<file path="src/rtl/mips_bp_if.sv">
// Fetch/decode side bundle of the branch predictor.
//  master : pipeline side, drives the fetch PC and the decode-stage resolution
//  slave  : predictor side, returns the fetch-stage prediction
//  pcF, predict_*, btb_hit           : zero-latency lookup
//  upd_en, upd_pc, upd_taken,
//  upd_target, upd_mispred           : one resolved branch per cycle
interface mips_bp_if #(
  parameter int PC_W = 32
);
  logic [PC_W-1:0] pcF;
  logic            predict_taken;
  logic [PC_W-1:0] predict_target;
  logic            btb_hit;
  logic            upd_en;
  logic [PC_W-1:0] upd_pc;
  logic            upd_taken;
  logic [PC_W-1:0] upd_target;
  logic            upd_mispred;

  modport master (
    output pcF, upd_en, upd_pc, upd_taken, upd_target, upd_mispred,
    input  predict_taken, predict_target, btb_hit
  );

  modport slave (
    input  pcF, upd_en, upd_pc, upd_taken, upd_target, upd_mispred,
    output predict_taken, predict_target, btb_hit
  );
endinterface

</file>
<file path="src/rtl/mips_branch_predictor.sv">
// Direct-mapped BTB plus saturating-counter PHT, bimodal or gshare indexed.
//  clk, reset (async, active low), clear (sync table/history invalidate)
//  bp            : lookup + update bundle (mips_bp_if.slave)
//  ghr_out       : global history (stays 0 in bimodal mode)
//  stat_branches : resolved branches seen, saturating
//  stat_mispred  : mispredicted branches seen, saturating
module mips_branch_predictor #(
  parameter int ENTRIES = 16,
  parameter int CTR_W   = 2,
  parameter int MODE    = 0,
  parameter int PC_W    = 32,
  localparam int IDX_W  = $clog2(ENTRIES),
  localparam int TAG_W  = PC_W - IDX_W - 2
) (
  input  logic             clk,
  input  logic             reset,
  input  logic             clear,
  mips_bp_if.slave         bp,
  output logic [IDX_W-1:0] ghr_out,
  output logic [31:0]      stat_branches,
  output logic [31:0]      stat_mispred
);

  localparam logic [CTR_W-1:0] CTR_INIT = CTR_W'((2 ** (CTR_W - 1)) - 1);
  localparam logic [CTR_W-1:0] CTR_MAX  = '1;

  logic [ENTRIES-1:0] valid;
  logic [TAG_W-1:0]   tag    [ENTRIES];
  logic [PC_W-1:0]    target [ENTRIES];
  logic [CTR_W-1:0]   ctr    [ENTRIES];
  logic [IDX_W-1:0]   ghr;

  logic [IDX_W-1:0] lk_idx, up_idx;
  logic [TAG_W-1:0] lk_tag, up_tag;
  logic [IDX_W:0]   ghr_shift;

  // ghr is held at 0 in bimodal mode, so the XOR degenerates to plain pc bits
  assign lk_idx    = bp.pcF[IDX_W+1:2] ^ ghr;
  assign up_idx    = bp.upd_pc[IDX_W+1:2] ^ ghr;
  assign lk_tag    = bp.pcF[PC_W-1:IDX_W+2];
  assign up_tag    = bp.upd_pc[PC_W-1:IDX_W+2];
  // widened by one bit so the shift also works for IDX_W == 1
  assign ghr_shift = {ghr, bp.upd_taken};

  assign bp.btb_hit        = valid[lk_idx] && (tag[lk_idx] == lk_tag);
  assign bp.predict_taken  = bp.btb_hit && ctr[lk_idx][CTR_W-1];
  assign bp.predict_target = bp.btb_hit ? target[lk_idx] : bp.pcF + PC_W'(4);
  assign ghr_out           = ghr;

  always_ff @(posedge clk or negedge reset) begin
    if (!reset) begin
      valid <= '0;
      ghr   <= '0;
      for (int i = 0; i < ENTRIES; i++) begin
        tag[i]    <= '0;
        target[i] <= '0;
        ctr[i]    <= CTR_INIT;
      end
    end else if (clear) begin
      // tags/targets are don't-care once valid drops
      valid <= '0;
      ghr   <= '0;
      for (int i = 0; i < ENTRIES; i++) ctr[i] <= CTR_INIT;
    end else if (bp.upd_en) begin
      if (bp.upd_taken) begin
        if (ctr[up_idx] != CTR_MAX) ctr[up_idx] <= ctr[up_idx] + 1'b1;
        valid[up_idx]  <= 1'b1;
        tag[up_idx]    <= up_tag;
        target[up_idx] <= bp.upd_target;
      end else if (ctr[up_idx] != '0) begin
        ctr[up_idx] <= ctr[up_idx] - 1'b1;
      end
      if (MODE != 0) ghr <= ghr_shift[IDX_W-1:0];
    end
  end

  // statistics survive clear; only reset zeroes them
  always_ff @(posedge clk or negedge reset) begin
    if (!reset) begin
      stat_branches <= '0;
      stat_mispred  <= '0;
    end else if (bp.upd_en) begin
      if (stat_branches != '1) stat_branches <= stat_branches + 1'b1;
      if (bp.upd_mispred && stat_mispred != '1) stat_mispred <= stat_mispred + 1'b1;
    end
  end

endmodule

</file>
<file path="src/flat_wrapper.sv">
// flat-port wrapper written by rule: the top's interface ports become plain ports
module mips_branch_predictor_flat 
#(
  parameter int ENTRIES = 16,
  parameter int CTR_W   = 2,
  parameter int MODE    = 0,
  parameter int PC_W    = 32,
  localparam int IDX_W  = $clog2(ENTRIES),
  localparam int TAG_W  = PC_W - IDX_W - 2
)
  (clk, reset, clear, ghr_out, stat_branches, stat_mispred, bp_pcF, bp_upd_en, bp_upd_pc, bp_upd_taken, bp_upd_target, bp_upd_mispred, bp_predict_taken, bp_predict_target, bp_btb_hit);
  mips_bp_if #(.PC_W(PC_W)) bp_i ();
  input  logic clk;
  input  logic reset;
  input  logic clear;
  output logic [IDX_W-1:0] ghr_out;
  output logic [31:0] stat_branches;
  output logic [31:0] stat_mispred;
  input wire logic [$bits(bp_i.pcF)-1:0] bp_pcF;
  input wire logic [$bits(bp_i.upd_en)-1:0] bp_upd_en;
  input wire logic [$bits(bp_i.upd_pc)-1:0] bp_upd_pc;
  input wire logic [$bits(bp_i.upd_taken)-1:0] bp_upd_taken;
  input wire logic [$bits(bp_i.upd_target)-1:0] bp_upd_target;
  input wire logic [$bits(bp_i.upd_mispred)-1:0] bp_upd_mispred;
  output wire logic [$bits(bp_i.predict_taken)-1:0] bp_predict_taken;
  output wire logic [$bits(bp_i.predict_target)-1:0] bp_predict_target;
  output wire logic [$bits(bp_i.btb_hit)-1:0] bp_btb_hit;
  assign bp_i.pcF = bp_pcF;
  assign bp_i.upd_en = bp_upd_en;
  assign bp_i.upd_pc = bp_upd_pc;
  assign bp_i.upd_taken = bp_upd_taken;
  assign bp_i.upd_target = bp_upd_target;
  assign bp_i.upd_mispred = bp_upd_mispred;
  assign bp_predict_taken = bp_i.predict_taken;
  assign bp_predict_target = bp_i.predict_target;
  assign bp_btb_hit = bp_i.btb_hit;
  mips_branch_predictor #(.ENTRIES(ENTRIES), .CTR_W(CTR_W), .MODE(MODE), .PC_W(PC_W)) u_core (.clk(clk), .reset(reset), .clear(clear), .bp(bp_i), .ghr_out(ghr_out), .stat_branches(stat_branches), .stat_mispred(stat_mispred));
endmodule
</file>
<file path="config.mk">
export PLATFORM = sky130hd
export DESIGN_NAME = mips_branch_predictor_flat
export DESIGN_NICKNAME = d
export VERILOG_FILES = /design/src/rtl/mips_bp_if.sv /design/src/rtl/mips_branch_predictor.sv /design/src/flat_wrapper.sv
export SDC_FILE = /design/constraint.sdc
export NUM_CORES = 2
export LEC_CHECK = 0
export BUFFER_PORTS_ARGS = -buffer_cell sky130_fd_sc_hd__buf_2
export CORE_ASPECT_RATIO = 1.5
export CORE_MARGIN = 4
export CORE_UTILIZATION = 66
export DETAILED_ROUTE_END_ITERATION = 10
export HOLD_SLACK_MARGIN = 0.1
export PLACE_DENSITY = 0.95
export SYNTH_ARGS = -nofsm -noshare
export SYNTH_HDL_FRONTEND = slang
export SYNTH_SLANG_ARGS = --single-unit
</file>
<file path="constraint.sdc">
create_clock -name clk -period 14 [get_ports clk]
set_input_delay 2.8 -clock clk [delete_from_list [all_inputs] [get_ports clk]]
set_output_delay 2.8 -clock clk [all_outputs]
set_load 0.01 [all_outputs]
</file>
**After elaboration in Yosys (flattened, before gate mapping)**

Cells that the tools add are included.

- $add $sub $neg: 5
- Bitwise gates (word level): 4
- Reductions and logical operators: 14
- Magnitude comparators: 6
- Equality and inequality tests: 5
- Mux-type cells: 35

Operators with widths:

| cell | number |
|---|---|
| bitwise mux 512 bit | 1 |
| bitwise mux 416 bit | 1 |
| two-way mux 32 bit | 9 |
| binary-select mux 32 bit (select 4 bit) | 1 |
| demux 32 bit (select 4 bit) | 1 |
| binary-select mux 26 bit (select 4 bit) | 1 |
| demux 26 bit (select 4 bit) | 1 |
| two-way mux 26 bit | 3 |
| adder 32 x 1 -> 32 bit, second input constant | 2 |
| bitwise mux 32 bit | 2 |
| != test 32 bit, second input constant | 2 |
| two-way mux 16 bit | 3 |
| adder 32 x 3 -> 32 bit, second input constant | 1 |
| == test 26 bit | 1 |
| binary-select mux 2 bit (select 4 bit) | 2 |
| bitwise OR 16 bit | 1 |
| >= comparator 5 bit, second input constant | 2 |
| less-than comparator 4 x 5 -> 1 bit, second input constant | 2 |
| two-way mux 2 bit | 5 |
| inverter 4 -> 5 bit | 2 |
| demux 2 bit (select 4 bit) | 1 |
| AND reduction 2 bit | 3 |
| AND reduction 3 bit | 2 |
| nonzero test 2 bit | 3 |
| other kinds (12) | 17 |

- Logic and storage cells: 120
- Flip-flop bits (word level): 1040
- Input bits: 102
- Output and inout bits: 102

**Depth between registers and ports, before layout**

- Word-level depth: 10
- Mapped depth: 14
- Gate-level depth less buffers: 10

**Least setup slack after synthesis**

Ideal clock, no wire load.

- Path type: input to output
- Start point: input port bp_pcF[3]
- End point: output port bp_predict_target[29]
- Arrival: 5.754 ns
- Stages: 10
- Path buffers: 7
- Slack: 5.446 ns
- Required time: 11.200 ns
- Cell sequence: clkbuf_8 > buf_2 > buf_2 > buf_1 > buf_2 > buf_1 > buf_1 > mux4_4 > mux4_1 > mux2_4

- Word-level cells in the longest chain between the ends: 7
- Elaborated cells on any way between the ends: 13
- Those cells by class: add/sub (1); eq/ne (1); mux (9); bitwise (1); reduce/logical (1)

Ends and longest elaborated chain:

| what | RTL line | source |
|---|---|---|
| start: declaration | flat_wrapper.sv:19 | `input wire logic [$bits(bp_i.pcF)-1:0] bp_pcF;` |
| inverter 4 -> 5 bit (implied by the code) | mips_branch_predictor.sv:45, mips_branch_predictor.sv:47 |  |
| binary-select mux 26 bit (select 4 bit) | mips_branch_predictor.sv:45 | `assign bp.btb_hit = valid[lk_idx] && (tag[lk_idx] == lk_tag);` |
| two-way mux 26 bit (implied by the code) (2 in a row) | mips_branch_predictor.sv:45 |  |
| == test 26 bit | mips_branch_predictor.sv:45 |  |
| logical AND 1 bit | mips_branch_predictor.sv:45 |  |
| two-way mux 32 bit (*) | mips_branch_predictor.sv:47 | `assign bp.predict_target = bp.btb_hit ? target[lk_idx] : bp.pcF + PC_W'(4);` |
| end: declaration | flat_wrapper.sv:26 | `output wire logic [$bits(bp_i.predict_target)-1:0] bp_predict_target;` |

Mark *: on every way between the ends. The rest lies on a longest branch, timed or not. The select of a mux whose other input is x is not followed.

**Worst setup path after layout**

- Start point: input port bp_pcF[2]
- End point: output port bp_predict_target[31]

The elaborated chain is that of the path after synthesis.

==> summary.md <==
| Metric | Value |
|---|---|
| Status | complete, no violations |
| CTS tree | done |
| # clock sinks | 1,040 |
| Sw Share | 0.262 |
| Crit-path max cell delay | 0.89 ns |
| Pin count of the biggest net entering global routing | 190 |
| Crit path required time | 11.20 ns |
| GRT busiest layer | met2 |
| Grt met2 use | 0.563 |
| Seq pwr share | 0.491 |
| Share of the core filled with cells | 0.732 |
| Fin cells | 4,408 |
| CTS Buf Count | 93 |
| Clock Tree Root | clkbuf_16 |
| Critical path startpoint category | primary input |
| Worst Tran Pin Value | 1.21 ns |
| Comb power frac | 0.142 |
| Htree depth | 3 |
| Mapped Area | 49,500 um2 |
| Hold_buf cts | 0 |
| Cells after Synth | 3,250 |
| P&R area growth vs syn | 9.58% |
| DR iter-0 viols | 3,511 |
| Setup ws final | 3.21 ns |
| Seq cells post-synth | 1,040 |
| Share of the synthesized area in the top cell type | 0.518 |
| Fin Hold WS | 0.487 ns |
| Share of layout cells above drive strength 1 | 0.470 |
| Static Leak | 25.7 nW |
| Initial antenna violation count | 13 |
| Tot GR Track Use | 0.350 |
| Clock power frac | 0.367 |
| Congestion Overflow GR | 0 |
| Max-Cap Viols | 0 |
| RSZ-0062 raised after global routing | no |
| Leading area contributor after synthesis | dfrtp_1 |
| NumNets Final | 3,430 |
| CTS clk-pin slew, worst paths | 0.07 ns |
| Worst setup EP type | primary output |
| Post-CTS Resized | 0 |
| Post-CTS Setup Inserts | 0 |
| Global-route wire length before repair | 210,000 um |
| Port bufs | 197 |
| IO Count | 204 |
| Core area | 74,000 um2 |
| Peak supply drop | 0.129 mV |
| Clock Skew | 0.0105 ns |
| Cell row count | 122 |
| FFs w/ async S/R, synth | 1.00 |
| Final WL | 138,000 um |
| Post-route cell area | 54,200 um2 |
| Die Span X | 232 um |
| Most common library cells after synthesis | dfrtp_1 (1,024), mux2_2 (948), clkbuf_1 (157) |
| Top delay family on crit path | simple AND/OR/NAND/NOR gates |
| Vias per inst | 7.07 |
| Vias post-DR | 31,200 |
| Drt pass-1 iters | 6 |
| Crit path max fanout | 101 |
| Met3 usage | 0.0770 |
| Pwr dens | 137 nW/um2 |
| Largest cells by area after synthesis | dfrtp_1 (52%), mux2_2 (22%), mux4_2 (5.9%) |
| Average wire per standard cell | 31.3 um |
| Initial Util | 0.668 |
| Post-synth cell types | 82 |
| Max_slew headroom | 0.185 |
| CP Buf/Inv Count | 3 |
| Overall Power | 7.40 mW |
| Min-Delay Path Class | flop to flop |
| Clock Tree Buf Depth | 3 |
| Sequential area share after synthesis | 0.527 |
| CP max-delay cell | nand4_4 |
| Most common cell in the netlist | dfrtp_1 |
| YS warnings | 0 |
| TNS Setup | 0 ns |
| M1 GR Usage | 0.445 |
| Cell count after placement | 4,219 |
| Hpwl dp | 78,100 um |
| Net Sw Power | 1.94 mW |
| Pre-CTS WS | 3.17 ns |
| CP Data Arrival Time | 7.99 ns |
| Critical path, cell by cell | buf_8 > buf_12 > mux4_1 > a22o_1 > nor4_1 > a211o_2 > or3b_2 > nor4_2 > nand4_4 > mux2_2 > buf_2 |
| Final min period | 10.79 ns |
| CP Class | primary input to primary output |
| Fin. Hold Viols | 0 |
| Main synth FF type | dfrtp_1 |
| DRC violations left | 0 |
| Chip height | 343 um |
| Post-synth EDFFs | 0 |
| DP Area | 50,900 um2 |
| # setup viols final | 0 |
| Syn Area/Cell | 15.2 um2 |
| Power Internal | 5.47 mW |
| Final cycle utilization of the critical path | 0.771 |
| Die ar. | 79,500 um2 |
| Max Slew Vio Count | 0 |
| Worst-Skew Late Latency | 0.69 ns |
| Vias in the first global route | 33,700 |
| Fmax achieved | 92.7 MHz |
| Final RePlAce weighted congestion | 0.975 |
| Post-DRT Antenna Nets | 0 |
==> cell type report <==
cell class	instances	area [um2]
Antenna cell	13	32.5
Clock buffer	129	2670
Clock inverter	46	561
Fill cell	4029	19800
Inverter	29	109
Multi-Input combinational cell	1923	22100
Sequential cell	1040	26000
Tap cell	992	1240
Timing Repair Buffer	236	1390
==> kinds of logic after synthesis <==
kind of cell               synth area share
AOI/OAI and AO/OA                    0.0203
muxes                                 0.367
buffers and inverters                0.0282
other                             0.0000758
adders and majority gates           0.00127
DFF                                   0.527
xor gates and xnor gates             0.0191
and+or+nand+nor                      0.0374
==> flip-flops by register name, summed over array words and instances (netlist names) <==
name / cells
u_core.ctr: 32
u_core.stat_branches: 32
u_core.stat_mispred: 32
u_core.tag: 416
u_core.target: 512
u_core.valid: 16
==> worst reg2reg max path, delay by kind of cell, from the launching register on <==
family                     cells  cell delay (ns)
muxes                          3             1.36
and+or+nand+nor                4             1.55
DFF                            1             0.37
adders and majority gates      1             0.29
AOI/OAI and AO/OA              1             0.08
==> cell usage in the layout (no fill, tap or decap), types with 10 or more instances in the layout <==
cell type  instances
a21o_1            13
a21oi_1           25
a22oi_1           10
and2_1            12
and3_1            17
buf_2            192
buf_4             34
clkbuf_1          18
clkbuf_16         95
clkbuf_8          16
clkinv_2          20
dfrtp_1         1024
dfstp_2           16
diode_2           13
inv_1             28
mux2_2           948
mux2_4            30
mux2i_1           45
mux4_1            93
mux4_2           130
mux4_4            48
nand2_1          107
nand2b_1          11
nand3_1           64
nand4_1           19
nor2_1            46
nor2b_1           13
nor3_1            22
o211ai_1          17
o21ai_0           17
o22ai_1           15
xnor2_1           86
xor2_1            22
==> layer usage <==
layer  wire [um]  part of all wire
met2       67300              0.49
met1       49400              0.36
met3       12300             0.089
met4        8810             0.064
met5          22           0.00016
==> final timing paths <==
check	slack, ns	cells past startpoint	endpoint	startpoint
max	3.21	11	bp_predict_target[31]	bp_pcF[2]
min	0.49	1	u_core.stat_mispred[11]$_DFFE_PN0P_	u_core.stat_mispred[11]$_DFFE_PN0P_
max reg2reg	10.21	9	u_core.ctr[21]$_DFFE_PN0P_	u_core.ctr[0]$_DFFE_PN1P_
min reg2reg	0.49	1	u_core.stat_mispred[11]$_DFFE_PN0P_	u_core.stat_mispred[11]$_DFFE_PN0P_
max in group asynchronous	9.37	3	u_core.tag[375]$_DFFE_PN0P_	reset
min in group asynchronous	2.17	1	u_core.target[233]$_DFFE_PN0P_	reset
==> power groups by stage <==
| stage | logic, mW | registers [mW] | clock network (mW) |
|---|---|---|---|
| final | 1.05 | 3.63 | 2.72 |
| after global routing | 1.12 | 3.66 | 2.85 |
| after CTS | 1.05 | 3.62 | 2.73 |
| after detailed placement | 1.02 | 3.65 | 0 |
| after global placement | 0.970 | 3.60 | 0 |
| after floorplan | 0.728 | 3.57 | 0 |
No activity file was read; power rests on OpenSTA's default activity.
